<file path="src/rtl/font_loader_pkg.sv">
// Shared constants and state encoding for the glyph-load frame parser.
// FONT_LOADER_CHECKSUM_EN adds a trailing XOR checksum byte to each frame.
package font_loader_pkg;

    localparam logic [7:0] SYNC_BYTE = 8'hA5;

    localparam logic [1:0] ERR_NONE = 2'd0;
    localparam logic [1:0] ERR_SYNC = 2'd1;
    localparam logic [1:0] ERR_CSUM = 2'd2;

    typedef enum logic [2:0] {
        SYNC,
        CODE,
        ROWS,
        CSUM,
        COMMIT
    } loader_state_t;

endpackage

</file>
<file path="src/rtl/char_font_loader.sv">
// Parses SYNC/CODE/ROWS[/CSUM] frames, buffers one glyph and commits it row by row to font RAM.
// Define FONT_LOADER_CHECKSUM_EN to require a trailing XOR checksum byte before commit.
module char_font_loader
    import font_loader_pkg::*;
#(
    parameter int CHAR_HORZ_PX_SIZE = 8,
    parameter int CHAR_VERT_PX_SIZE = 16,
    parameter int CHAR_VERT_PX_W    = $clog2(CHAR_VERT_PX_SIZE)
) (
    input  logic                      clk,
    input  logic                      rst,
    input  logic [7:0]                s_data,
    input  logic                      s_valid,
    output logic                      s_ready,
    input  logic                      abort,
    output logic                      wr_en,
    output logic [7:0]                wr_char,
    output logic [CHAR_VERT_PX_W-1:0] wr_row,
    output logic [7:0]                wr_data,
    output logic                      busy,
    output logic                      load_done,
    output logic [1:0]                err_code
);

    if (CHAR_HORZ_PX_SIZE != 8) begin : g_bad_width
        $error("char_font_loader: CHAR_HORZ_PX_SIZE must be 8 (one byte per glyph row)");
    end

    localparam logic [CHAR_VERT_PX_W-1:0] LAST_ROW = CHAR_VERT_PX_W'(CHAR_VERT_PX_SIZE - 1);

    loader_state_t              state;
    logic [7:0]                 code_q;
    logic [CHAR_VERT_PX_W-1:0]  row_q;
    logic [7:0]                 glyph_buf [CHAR_VERT_PX_SIZE];
`ifdef FONT_LOADER_CHECKSUM_EN
    logic [7:0]                 csum_q;
`endif

    logic                       xfer;
    logic                       kill;
    logic                       buf_we;
    logic [7:0]                 first_row;
    logic [CHAR_VERT_PX_W-1:0]  next_row;

    assign xfer     = s_valid & s_ready;
    // abort only has meaning inside a frame; COMMIT is atomic and SYNC has nothing to drop.
    assign kill     = abort & ((state == CODE) | (state == ROWS) | (state == CSUM));
    assign buf_we   = xfer & ~kill & (state == ROWS);
    assign next_row = wr_row + CHAR_VERT_PX_W'(1);
    // A one-row glyph commits the byte that is being stored in the same cycle.
    assign first_row = ((state == ROWS) && (row_q == '0)) ? s_data : glyph_buf[0];

    always_ff @(posedge clk) begin
        if (buf_we) begin
            glyph_buf[row_q] <= s_data;
        end
    end

    always_ff @(posedge clk or posedge rst) begin
        if (rst) begin
            state     <= SYNC;
            s_ready   <= 1'b1;
            wr_en     <= 1'b0;
            wr_char   <= '0;
            wr_row    <= '0;
            wr_data   <= '0;
            busy      <= 1'b0;
            load_done <= 1'b0;
            err_code  <= ERR_NONE;
            code_q    <= '0;
            row_q     <= '0;
`ifdef FONT_LOADER_CHECKSUM_EN
            csum_q    <= '0;
`endif
        end else begin
            load_done <= 1'b0;
            err_code  <= ERR_NONE;
            if (kill) begin
                state <= SYNC;
                busy  <= 1'b0;
            end else begin
                case (state)
                    SYNC: begin
                        if (xfer) begin
                            if (s_data == SYNC_BYTE) begin
                                state <= CODE;
                                busy  <= 1'b1;
                            end else begin
                                err_code <= ERR_SYNC;
                            end
                        end
                    end
                    CODE: begin
                        if (xfer) begin
                            code_q <= s_data;
                            row_q  <= '0;
`ifdef FONT_LOADER_CHECKSUM_EN
                            csum_q <= s_data;
`endif
                            state  <= ROWS;
                        end
                    end
                    ROWS: begin
                        if (xfer) begin
                            row_q <= (row_q == LAST_ROW) ? '0 : row_q + CHAR_VERT_PX_W'(1);
`ifdef FONT_LOADER_CHECKSUM_EN
                            csum_q <= csum_q ^ s_data;
                            if (row_q == LAST_ROW) begin
                                state <= CSUM;
                            end
`else
                            if (row_q == LAST_ROW) begin
                                state   <= COMMIT;
                                s_ready <= 1'b0;
                                wr_en   <= 1'b1;
                                wr_char <= code_q;
                                wr_row  <= '0;
                                wr_data <= first_row;
                            end
`endif
                        end
                    end
                    CSUM: begin
`ifdef FONT_LOADER_CHECKSUM_EN
                        if (xfer) begin
                            if (s_data == csum_q) begin
                                state   <= COMMIT;
                                s_ready <= 1'b0;
                                wr_en   <= 1'b1;
                                wr_char <= code_q;
                                wr_row  <= '0;
                                wr_data <= first_row;
                            end else begin
                                err_code <= ERR_CSUM;
                                state    <= SYNC;
                                busy     <= 1'b0;
                            end
                        end
`else
                        state <= SYNC;
                        busy  <= 1'b0;
`endif
                    end
                    COMMIT: begin
                        if (wr_row == LAST_ROW) begin
                            wr_en     <= 1'b0;
                            state     <= SYNC;
                            load_done <= 1'b1;
                            s_ready   <= 1'b1;
                            busy      <= 1'b0;
                        end else begin
                            wr_row  <= next_row;
                            wr_data <= glyph_buf[next_row];
                        end
                    end
                    default: begin
                        state   <= SYNC;
                        s_ready <= 1'b1;
                        wr_en   <= 1'b0;
                        busy    <= 1'b0;
                    end
                endcase
            end
        end
    end

endmodule
</file>
<file path="config.mk">
export PLATFORM = sky130hd
export DESIGN_NAME = char_font_loader
export DESIGN_NICKNAME = d
export VERILOG_FILES = /design/src/rtl/font_loader_pkg.sv /design/src/rtl/char_font_loader.sv
export SDC_FILE = /design/constraint.sdc
export NUM_CORES = 1
export LEC_CHECK = 0
export BUFFER_PORTS_ARGS = -buffer_cell sky130_fd_sc_hd__buf_2
export CAP_MARGIN = 25
export CORE_UTILIZATION = 30
export CTS_CLUSTER_DIAMETER = 40
export DETAILED_ROUTE_END_ITERATION = 10
export HOLD_SLACK_MARGIN = 0.08
export PLACE_DENSITY = 0.55
export SLEW_MARGIN = 10
export SYNTH_ARGS = -nofsm -noshare
export SYNTH_HDL_FRONTEND = slang
export SYNTH_SLANG_ARGS = --single-unit
</file>
<file path="constraint.sdc">
create_clock -name clk -period 2.65 [get_ports clk]
set_input_delay 0.3975 -clock clk [delete_from_list [all_inputs] [get_ports clk]]
set_output_delay 0.3975 -clock clk [all_outputs]
set_load 0.03 [all_outputs]
</file>
==> flow_summary.yaml, run 1 <==
synth:
  synth_cell_types: 50
  yosysSeqAreaShare: 0.677
  synth_enable_flop_cells: 128
  synth_top_area_cell: "edfxtp_1"
  ys_ff_latch: 168
  yosys_most_used_dff: "edfxtp_1"
  syn_area_um2: 7160
  synth_fp_nets: 477
  yosysWarningCount: 0
  synth.top_cell.area_share: 0.537
  synthTopCellsByArea: "edfxtp_1 (54%), dfrtp_1 (14%), mux4_1 (5.5%), mux2_2 (3.9%), mux2i_1 (2.5%)"
  syn_inst: 460
  avgSynthCellArea_um2: 15.6
  async_reset_ff_frac: 0.238
sta:
  tns_ns: 0
  setup_slack_ns: 0.194
  rsz0062_at_grt: "no"
  fmax_mhz: 407
  finalCritPeriodShare: 0.927
  maxSlewViolCount: 0
  hold_viol_final: 0
  clock_skew_ns: 0.0112
  max_slew_margin: 0.514
  worstMarginPinSlew_ns: 0.729
  finalSetupViolations: 0
  finalCriticalPeriod_ns: 2.46
grt:
  antenna_found_initial: 0
  first_global_vias: 4236
  use_met1: 0.185
  grt_start_max_net_pins: 41
  grt_use_total: 0.136
  grt_busiest_layer: "met2"
  grtUsageMet3: 0.0313
  grtUsageMet2: 0.219
  grt_overflow: 0
  grt_first_pass_wirelength_um: 24300
drt:
  avgViaCountPerCell: 4.70
  wire_per_inst_um: 18.3
  vias: 4022
  final_antenna_net_count: 0
  drtPass1Iterations: 4
  drc: 0
  dr.first_iter.drc_count: 201
  routed_wl_um: 15600
finish:
  diodes: 0
  ff_latch_area_um2: 4850
  mostFrequentLayoutCells: "edfxtp_1 (128), nand2_1 (48), dfrtp_1 (39)"
  fin_cells: 856
  multiInputGateArea_um2: 2120
  drive_above_1_share: 0.255
  layout_commonest_cell: "edfxtp_1"
  nNetsFinal: 544
  syn_to_final_growth_pct: 18.7
  nFillCells: 2261
run_status:
  status: "complete, no violations"
cts:
  cts_tree: "built"
  clkLatencyLatePin_ns: 0.42
  ctsResizeCount: 0
  path_clk_slew_ns: 0.06
  cts_buffers: 17
  post_cts_buffers: 0
  root_buffer: "clkbuf_16"
  cts_hold_buf: 0
  htree_num_levels: 4
  clock-sinks: 168
  clockBufferDepth: 2
setup_path:
  worstPathRequired_ns: 2.95
  crit_type: "flop to flop"
  cp_data_arrival_time_ns: 2.76
  reg2reg_depth: 7
  cp-end-kind: "flop"
  startpoint_type: "flop"
  crit_fanout: 33
worst_hold_path:
  hold_path.class: "input port to flop"
  worstHoldPathCells: 4
power_and_ir_drop:
  p_per_area_nw_per_um2: 919
  vdd_ir_drop_max_uv: 511
  leakage_nw: 3.20
  finalPower_mw: 7.81
floorplan:
  core_area_um2: 23400
  num_io_pins: 38
  die_h_um: 156
  die_w_um: 156
  floorplan.initialDensity: 0.306
  std_cell_rows: 56
  dieArea_um2: 24500
flow_run:
  cap_violations: 0
placement:
  dpl.hpwl_um: 10700
  dp_cells: 825
  io_buffer_count: 36
  place_congestion: 0.791
  pre_cts_slack_ns: 0.166
-- final cells by class --
cell class,count,area share
flip-flops and latches,168,0.571
multi-input cells,258,0.249
repair buffers,73,0.0572
clock buffers,20,0.0514
well taps,319,0.0470
clock inverters,9,0.0206
inverters,9,0.00398
-- per-layer routing --
layer / up-vias / routed length [um]
li1: 1885 / -
met1: 2062 / 7310
met4: 0 / 107
met2: 68 / 7610
met5: - / 0
met3: 7 / 594
-- worst paths after layout --
check | startpoint | to | slack [ns]
setup / recovery | wr_row[1]$_DFFE_PP0P_ | wr_data[0]$_DFFE_PP0P_ | 0.19
hold / removal | abort | state[1]$_DFFE_PP0P_ | 0.37
setup reg to reg | wr_row[1]$_DFFE_PP0P_ | wr_data[0]$_DFFE_PP0P_ | 0.19
hold reg to reg | code_q[3]$_DFFE_PP0P_ | wr_char[3]$_DFFE_PP0P_ | 0.47
max in group asynchronous | rst | wr_data[7]$_DFFE_PP0P_ | 1.82
min in group asynchronous | rst | err_code[0]$_DFF_PP0_ | 0.41
-- where the power goes --
| group | internal, mW | total [mW] | leakage [nW] | switching (mW) |
|---|---|---|---|---|
| logic | 0.921 | 2.02 | 1.24 | 1.09 |
| registers | 3.03 | 3.19 | 1.66 | 0.162 |
| clock network | 1.66 | 2.60 | 0.294 | 0.947 |
| total | 5.60 | 7.81 | 3.20 | 2.20 |
-- worst max-delay path, cell delays in order, from the launching register on --
cell	delay, ns
dfrtp_1	0.38
ha_1	0.34
buf_12	0.24
buf_4	0.21
mux4_2	0.30
and2b_1	0.16
or4_1	0.50
a22o_1	0.19
-- synth_stat cells, types with 3 or more instances --
cell type,count
nand2_1,48
ha_1,5
dfrtp_1,39
mux2i_1,18
mux2_2,25
nand3_1,11
mux4_2,7
nor2_1,26
o21ai_0,13
clkbuf_1,6
nand2b_1,9
or4_1,4
a21oi_1,13
nor2b_1,6
and2b_1,3
o211ai_1,5
edfxtp_1,128
a22o_1,7
buf_2,13
buf_4,3
mux4_1,15
o22ai_1,7
inv_1,8
nor3_1,8
-- stage by stage --
stage               utilization  area [um^2]  hold slack, ns
floorplan                     -         7160           0.433
global placement          0.335         7850           0.446
detailed placement        0.335         7850           0.459
CTS                       0.362         8460           0.199
global route              0.363         8490           0.405
finish                    0.363         8490           0.370
-- cell families (layout without fill, tap and decap cells) --
kind of cell / Yosys count / count (layout) / share of synthesized area
other: 1 / 1 / 0.000524
buffers and inverters: 34 / 111 / 0.0273
and+or+nand+nor: 132 / 132 / 0.0932
DFF: 168 / 168 / 0.677
muxes: 65 / 65 / 0.142
AOI/OAI and AO/OA: 52 / 52 / 0.0470
xor gates and xnor gates: 3 / 3 / 0.00472
adders and majority gates: 5 / 5 / 0.00874
-- sequential cells by signal, summed over array words and instances, names as in the netlist, 3 cells and up --
register and flops:
glyph_buf 128, code_q 8, wr_char 8, wr_data 8, row_q 4, wr_row 4
state 3
Note: power is estimated with default switching activity, not from simulation.
==> run 2: changes to the inputs <==
--- a/config.mk
+++ b/config.mk
@@ -8,6 +8,7 @@
 export BUFFER_PORTS_ARGS = -buffer_cell sky130_fd_sc_hd__buf_2
 export CAP_MARGIN = 25
 export CORE_UTILIZATION = 30
+export CTS_BUF_LIST = sky130_fd_sc_hd__clkbuf_4 sky130_fd_sc_hd__clkbuf_8 sky130_fd_sc_hd__clkbuf_16
 export CTS_CLUSTER_DIAMETER = 40
 export DETAILED_ROUTE_END_ITERATION = 10
 export HOLD_SLACK_MARGIN = 0.08
==> run 2 against run 1 <==
Clock-buffer cell count unchanged; worst hold slack is essentially flat; clock skew is essentially flat; critical path depth did not move; global-route usage did not move; core utilization barely moved; routed wire length fell by 0.13%; cell area grew 0.13%; first-iteration DRC count shrank 0.50%.
==> flow_summary.yaml, run 2 (same netlist as run 1, synthesis figures left out) <==
run_status:
  status: "complete, no violations"
flow_run:
  cap_violations: 0
cts:
  htree_num_levels: 4
  clockBufferDepth: 2
  post_cts_buffers: 0
  cts_tree: "built"
  root_buffer: "clkbuf_16"
  clkLatencyLatePin_ns: 0.42
  path_clk_slew_ns: 0.06
  clock-sinks: 168
  cts_buffers: 17
drt:
  drtPass1Iterations: 4
  avgViaCountPerCell: 4.70
  dr.first_iter.drc_count: 200
  wire_per_inst_um: 18.2
  vias: 4027
  drc: 0
  routed_wl_um: 15600
  final_antenna_net_count: 0
sta:
  max_slew_margin: 0.514
  clock_skew_ns: 0.0114
  finalCritPeriodShare: 0.926
  worstMarginPinSlew_ns: 0.729
  maxSlewViolCount: 0
  tns_ns: 0
  fmax_mhz: 407
  hold_viol_final: 0
  rsz0062_at_grt: "no"
  finalSetupViolations: 0
  finalCriticalPeriod_ns: 2.45
finish:
  mostFrequentLayoutCells: "edfxtp_1 (128), nand2_1 (48), dfrtp_1 (39)"
  nNetsFinal: 544
  syn_to_final_growth_pct: 18.8
  diodes: 0
  post-route-util: 0.363
  layout_commonest_cell: "edfxtp_1"
  regMostFlops: "glyph_buf"
  nFillCells: 2259
  largest_register_ffs: 128
  drive_above_1_share: 0.261
grt:
  antenna_found_initial: 0
  grt_use_total: 0.136
  grt_overflow: 0
  first_global_vias: 4236
  grt_start_max_net_pins: 41
  grt_first_pass_wirelength_um: 24300
floorplan:
  std_cell_rows: 56
  die_h_um: 156
  dieArea_um2: 24500
  die_w_um: 156
  floorplan.initialDensity: 0.306
  num_io_pins: 38
  core_area_um2: 23400
setup_path:
  critPathMaxStageDelay_ns: 0.50
  cp_top_family: "simple AND/OR/NAND/NOR gates"
  worstPathRequired_ns: 2.95
  cp.buffers_inverters: 2
  crit_type: "flop to flop"
  cp_cell_sequence: "ha_1 > buf_12 > buf_4 > mux4_2 > and2b_1 > or4_1 > a22o_1"
  crit_fanout: 33
  cp-end-kind: "flop"
  startpoint_type: "flop"
  cp_data_arrival_time_ns: 2.76
  cp_slowest_cell: "or4_1"
  r2r_setup_slack_ns: 0.20
power_and_ir_drop:
  p_per_area_nw_per_um2: 922
  vdd_ir_drop_max_uv: 511
  leakage_nw: 3.21
worst_hold_path:
  hold_path.class: "input port to flop"
placement:
  place_congestion: 0.791
  io_buffer_count: 36
  dpl.hpwl_um: 10700
run 2: cell types whose count changed in the layout (fill, tap and decap cells not counted):
cell and delta:
clkbuf_4 +3, clkbuf_1 -3
run 2: per-stage QoR:
stage	hold WS (ns)	instances	worst slack (ns)	power, mW	area, um^2
3_5_place_dp	0.459	825	0.166	5.29	7850
3_3_place_gp	0.446	825	0.223	5.26	7850
5_1_grt	0.405	856	0.0217	8.17	8500
4_1_cts	0.199	854	0.155	7.94	8470
6_report	0.370	856	0.196	7.84	8500
2_1_floorplan	0.433	460	0.186	4.76	7160
run 2: path summary, 6_finish.rpt:
kind,from,end,depth (start not counted)
worst max-delay path,wr_row[1]$_DFFE_PP0P_,wr_data[0]$_DFFE_PP0P_,7
worst min-delay path,abort,state[1]$_DFFE_PP0P_,4
worst max register to register,wr_row[1]$_DFFE_PP0P_,wr_data[0]$_DFFE_PP0P_,7
worst min register to register,code_q[3]$_DFFE_PP0P_,wr_char[3]$_DFFE_PP0P_,2
max in group asynchronous,rst,wr_data[7]$_DFFE_PP0P_,4
min in group asynchronous,rst,err_code[0]$_DFF_PP0_,3
run 2: what timing repair did:
| action | in CTS | in global routing |
|---|---|---|
| gates resized for setup | 0 | 0 |
| hold buffers | 0 | 1 |
| endpoints found under the hold margin | 0 | 4 |
| setup endpoints to repair | 0 | 0 |
run 2: area by class of cell:
class | count | area [um^2] | area share
tap | 319 | 399 | 0.0469
timing repair buffer | 73 | 485 | 0.0571
clock inverter | 9 | 175 | 0.0206
sequential | 168 | 4850 | 0.570
clock buffer | 20 | 448 | 0.0527
inverter | 9 | 33.8 | 0.00397
multi-input combinational | 258 | 2120 | 0.249
run 2: power breakdown:
group,total (mW),internal [mW],switching (mW)
Combinational,2.01,0.921,1.09
Sequential,3.19,3.03,0.163
Clock,2.63,1.69,0.948
Total,7.84,5.63,2.20
run 2: worst min-delay path, delay by kind of cell:
kind,cells,cell delay (ns)
and+or+nand+nor,3,0.19
buffers and inverters,1,0.16
run 2: layer usage:
metal	wire, um	GRT usage
met1	7310	0.185
met4	121	0.0336
met3	595	0.0313
met5	0	0
met2	7580	0.219
==> run 3: changes to the inputs <==
--- a/config.mk
+++ b/config.mk
@@ -7,12 +7,15 @@
 export LEC_CHECK = 0
 export BUFFER_PORTS_ARGS = -buffer_cell sky130_fd_sc_hd__buf_2
 export CAP_MARGIN = 25
+export CORE_ASPECT_RATIO = 0.75
 export CORE_UTILIZATION = 30
 export CTS_BUF_LIST = sky130_fd_sc_hd__clkbuf_4 sky130_fd_sc_hd__clkbuf_8 sky130_fd_sc_hd__clkbuf_16
 export CTS_CLUSTER_DIAMETER = 40
 export DETAILED_ROUTE_END_ITERATION = 10
 export HOLD_SLACK_MARGIN = 0.08
 export PLACE_DENSITY = 0.55
+export SETUP_SLACK_MARGIN = 0.4
+export SKIP_CTS_REPAIR_TIMING = 1
 export SLEW_MARGIN = 10
 export SYNTH_ARGS = -nofsm -noshare
 export SYNTH_HDL_FRONTEND = slang
==> run 3 against run 2 <==
Clock skew decreased by 0.0025 ns; combinational power increased by 19%; setup slack improved by 0.087 ns; sequential power about the same; cell area increased by 2.0%; cell count unchanged; first-iteration DRC count increased by 97%; maximum frequency increased by 3.7%; worst hold slack got worse by 0.28 ns; core utilization increased by 1.1 points; critical endpoint is now wr_data[3]$_DFFE_PP0P_; largest power group unchanged.
==> flow_summary.yaml, run 3 (same netlist as run 1, synthesis figures left out) <==
power_and_ir_drop:
  p_per_area_nw_per_um2: 927
  finalPower_mw: 8.04
  leakage_nw: 3.29
  vdd_ir_drop_max_uv: 484
sta:
  finalSetupViolations: 0
  finalCriticalPeriod_ns: 2.37
  clock_skew_ns: 0.00888
  maxSlewViolCount: 0
  hold_viol_final: 0
  worstMarginPinSlew_ns: 0.584
  rsz0062_at_grt: "yes"
  hold_ws_ns: 0.0891
  setup_slack_ns: 0.282
  max_slew_margin: 0.611
  fmax_mhz: 422
  tns_ns: 0
  finalCritPeriodShare: 0.893
drt:
  avgViaCountPerCell: 4.93
  drtPass1Iterations: 4
  final_antenna_net_count: 0
  wire_per_inst_um: 19.6
  drc: 0
  routed_wl_um: 16800
  vias: 4217
  dr.first_iter.drc_count: 393
finish:
  layout_commonest_cell: "edfxtp_1"
  nFillCells: 2191
  nNetsFinal: 560
  largest_register_ffs: 128
  postLayoutCellArea_um2: 8680
  mostFrequentLayoutCells: "edfxtp_1 (128), nand2_1 (48), buf_4 (46)"
  post-route-util: 0.374
  diodes: 0
  drive_above_1_share: 0.302
  fin_cells: 856
  regMostFlops: "glyph_buf"
  syn_to_final_growth_pct: 21.2
grt:
  grt_use_total: 0.144
  first_global_vias: 4096
  grt_first_pass_wirelength_um: 25400
  grt_start_max_net_pins: 41
  antenna_found_initial: 1
  grt_overflow: 0
placement:
  io_buffer_count: 36
  pre_cts_slack_ns: 0.211
  place_congestion: 0.876
  dp_cells: 812
  dpl.hpwl_um: 10900
  post_dp_cell_area_um2: 7920
setup_path:
  cp_data_arrival_time_ns: 2.68
  r2r_setup_slack_ns: 0.28
  crit_type: "flop to flop"
  crit_fanout: 8
  cp-end-kind: "flop"
  reg2reg_depth: 6
  startpoint_type: "flop"
  worstPathRequired_ns: 2.96
  r2r-start: "wr_row[0]$_DFFE_PP0P_"
  r2r-end: "wr_data[3]$_DFFE_PP0P_"
run_status:
  status: "complete, no violations"
floorplan:
  dieArea_um2: 24500
  floorplan.initialDensity: 0.309
  std_cell_rows: 48
  die_w_um: 180
  die_h_um: 136
  core_area_um2: 23200
  num_io_pins: 38
worst_hold_path:
  hold_path.class: "input port to async pin"
cts:
  path_clk_slew_ns: 0.07
  clockBufferDepth: 2
  cts_buffers: 17
  clock-sinks: 168
  cts_tree: "built"
  htree_num_levels: 4
  root_buffer: "clkbuf_16"
  clkLatencyLatePin_ns: 0.43
flow_run:
  cap_violations: 0
[run 3: cell count changes in the layout (fill, tap and decap cells not counted), moves of 2 or more]
cell,change
clkbuf_16,+2
clkbuf_4,-2
buf_4,+12
clkinv_2,+2
buf_6,+2
clkinvlp_4,+4
mux2_4,+4
dfrtp_1,-2
clkinv_4,+2
bufinv_16,-3
dfrtp_2,+2
mux2_2,-4
[run 3: layout make-up]
class                      count  area, um^2  area share
multi-input combinational    258        2180       0.252
timing repair buffer          89         653      0.0753
clock buffer                  19         447      0.0515
clock inverter                13         130      0.0150
inverter                       9        37.5     0.00433
sequential                   168        4850       0.559
tap                          300         375      0.0433
[run 3: where the power goes]
part | internal, mW | switching, mW
combinational | 1.18 | 1.21
clock | 1.41 | 1.03
sequential | 3.03 | 0.177
total | 5.63 | 2.42
[run 3: how the worst max path moves through the flow]
stage	start	endpoint	slack [ns]	cells after the start
after global routing	wr_row[0]$_DFFE_PP0P_	wr_data[3]$_DFFE_PP0P_	0.25	6
final	wr_row[0]$_DFFE_PP0P_	wr_data[3]$_DFFE_PP0P_	0.28	6
after global placement	wr_row[0]$_DFFE_PP0P_	wr_data[4]$_DFFE_PP0P_	0.25	7
after CTS	wr_row[0]$_DFFE_PP0P_	wr_data[4]$_DFFE_PP0P_	0.20	7
after floorplan	wr_row[1]$_DFFE_PP0P_	wr_data[0]$_DFFE_PP0P_	0.38	8
after detailed placement	wr_row[0]$_DFFE_PP0P_	wr_data[4]$_DFFE_PP0P_	0.21	7
[run 3: worst max-delay path: stages, from the launching register on]
cell and delay, ns:
dfrtp_2 0.45, ha_4 0.40, buf_8 0.16, mux4_1 0.29
nor2b_2 0.20, or4_1 0.53, a22o_1 0.22
[run 3: routing by layer]
metal  GRT usage  vias up  part of all wire
met5           0        -                 0
met4      0.0446        0             0.010
met3      0.0360       13             0.060
met2       0.201      112              0.41
met1       0.216     2171              0.52
li1            -     1921                 -
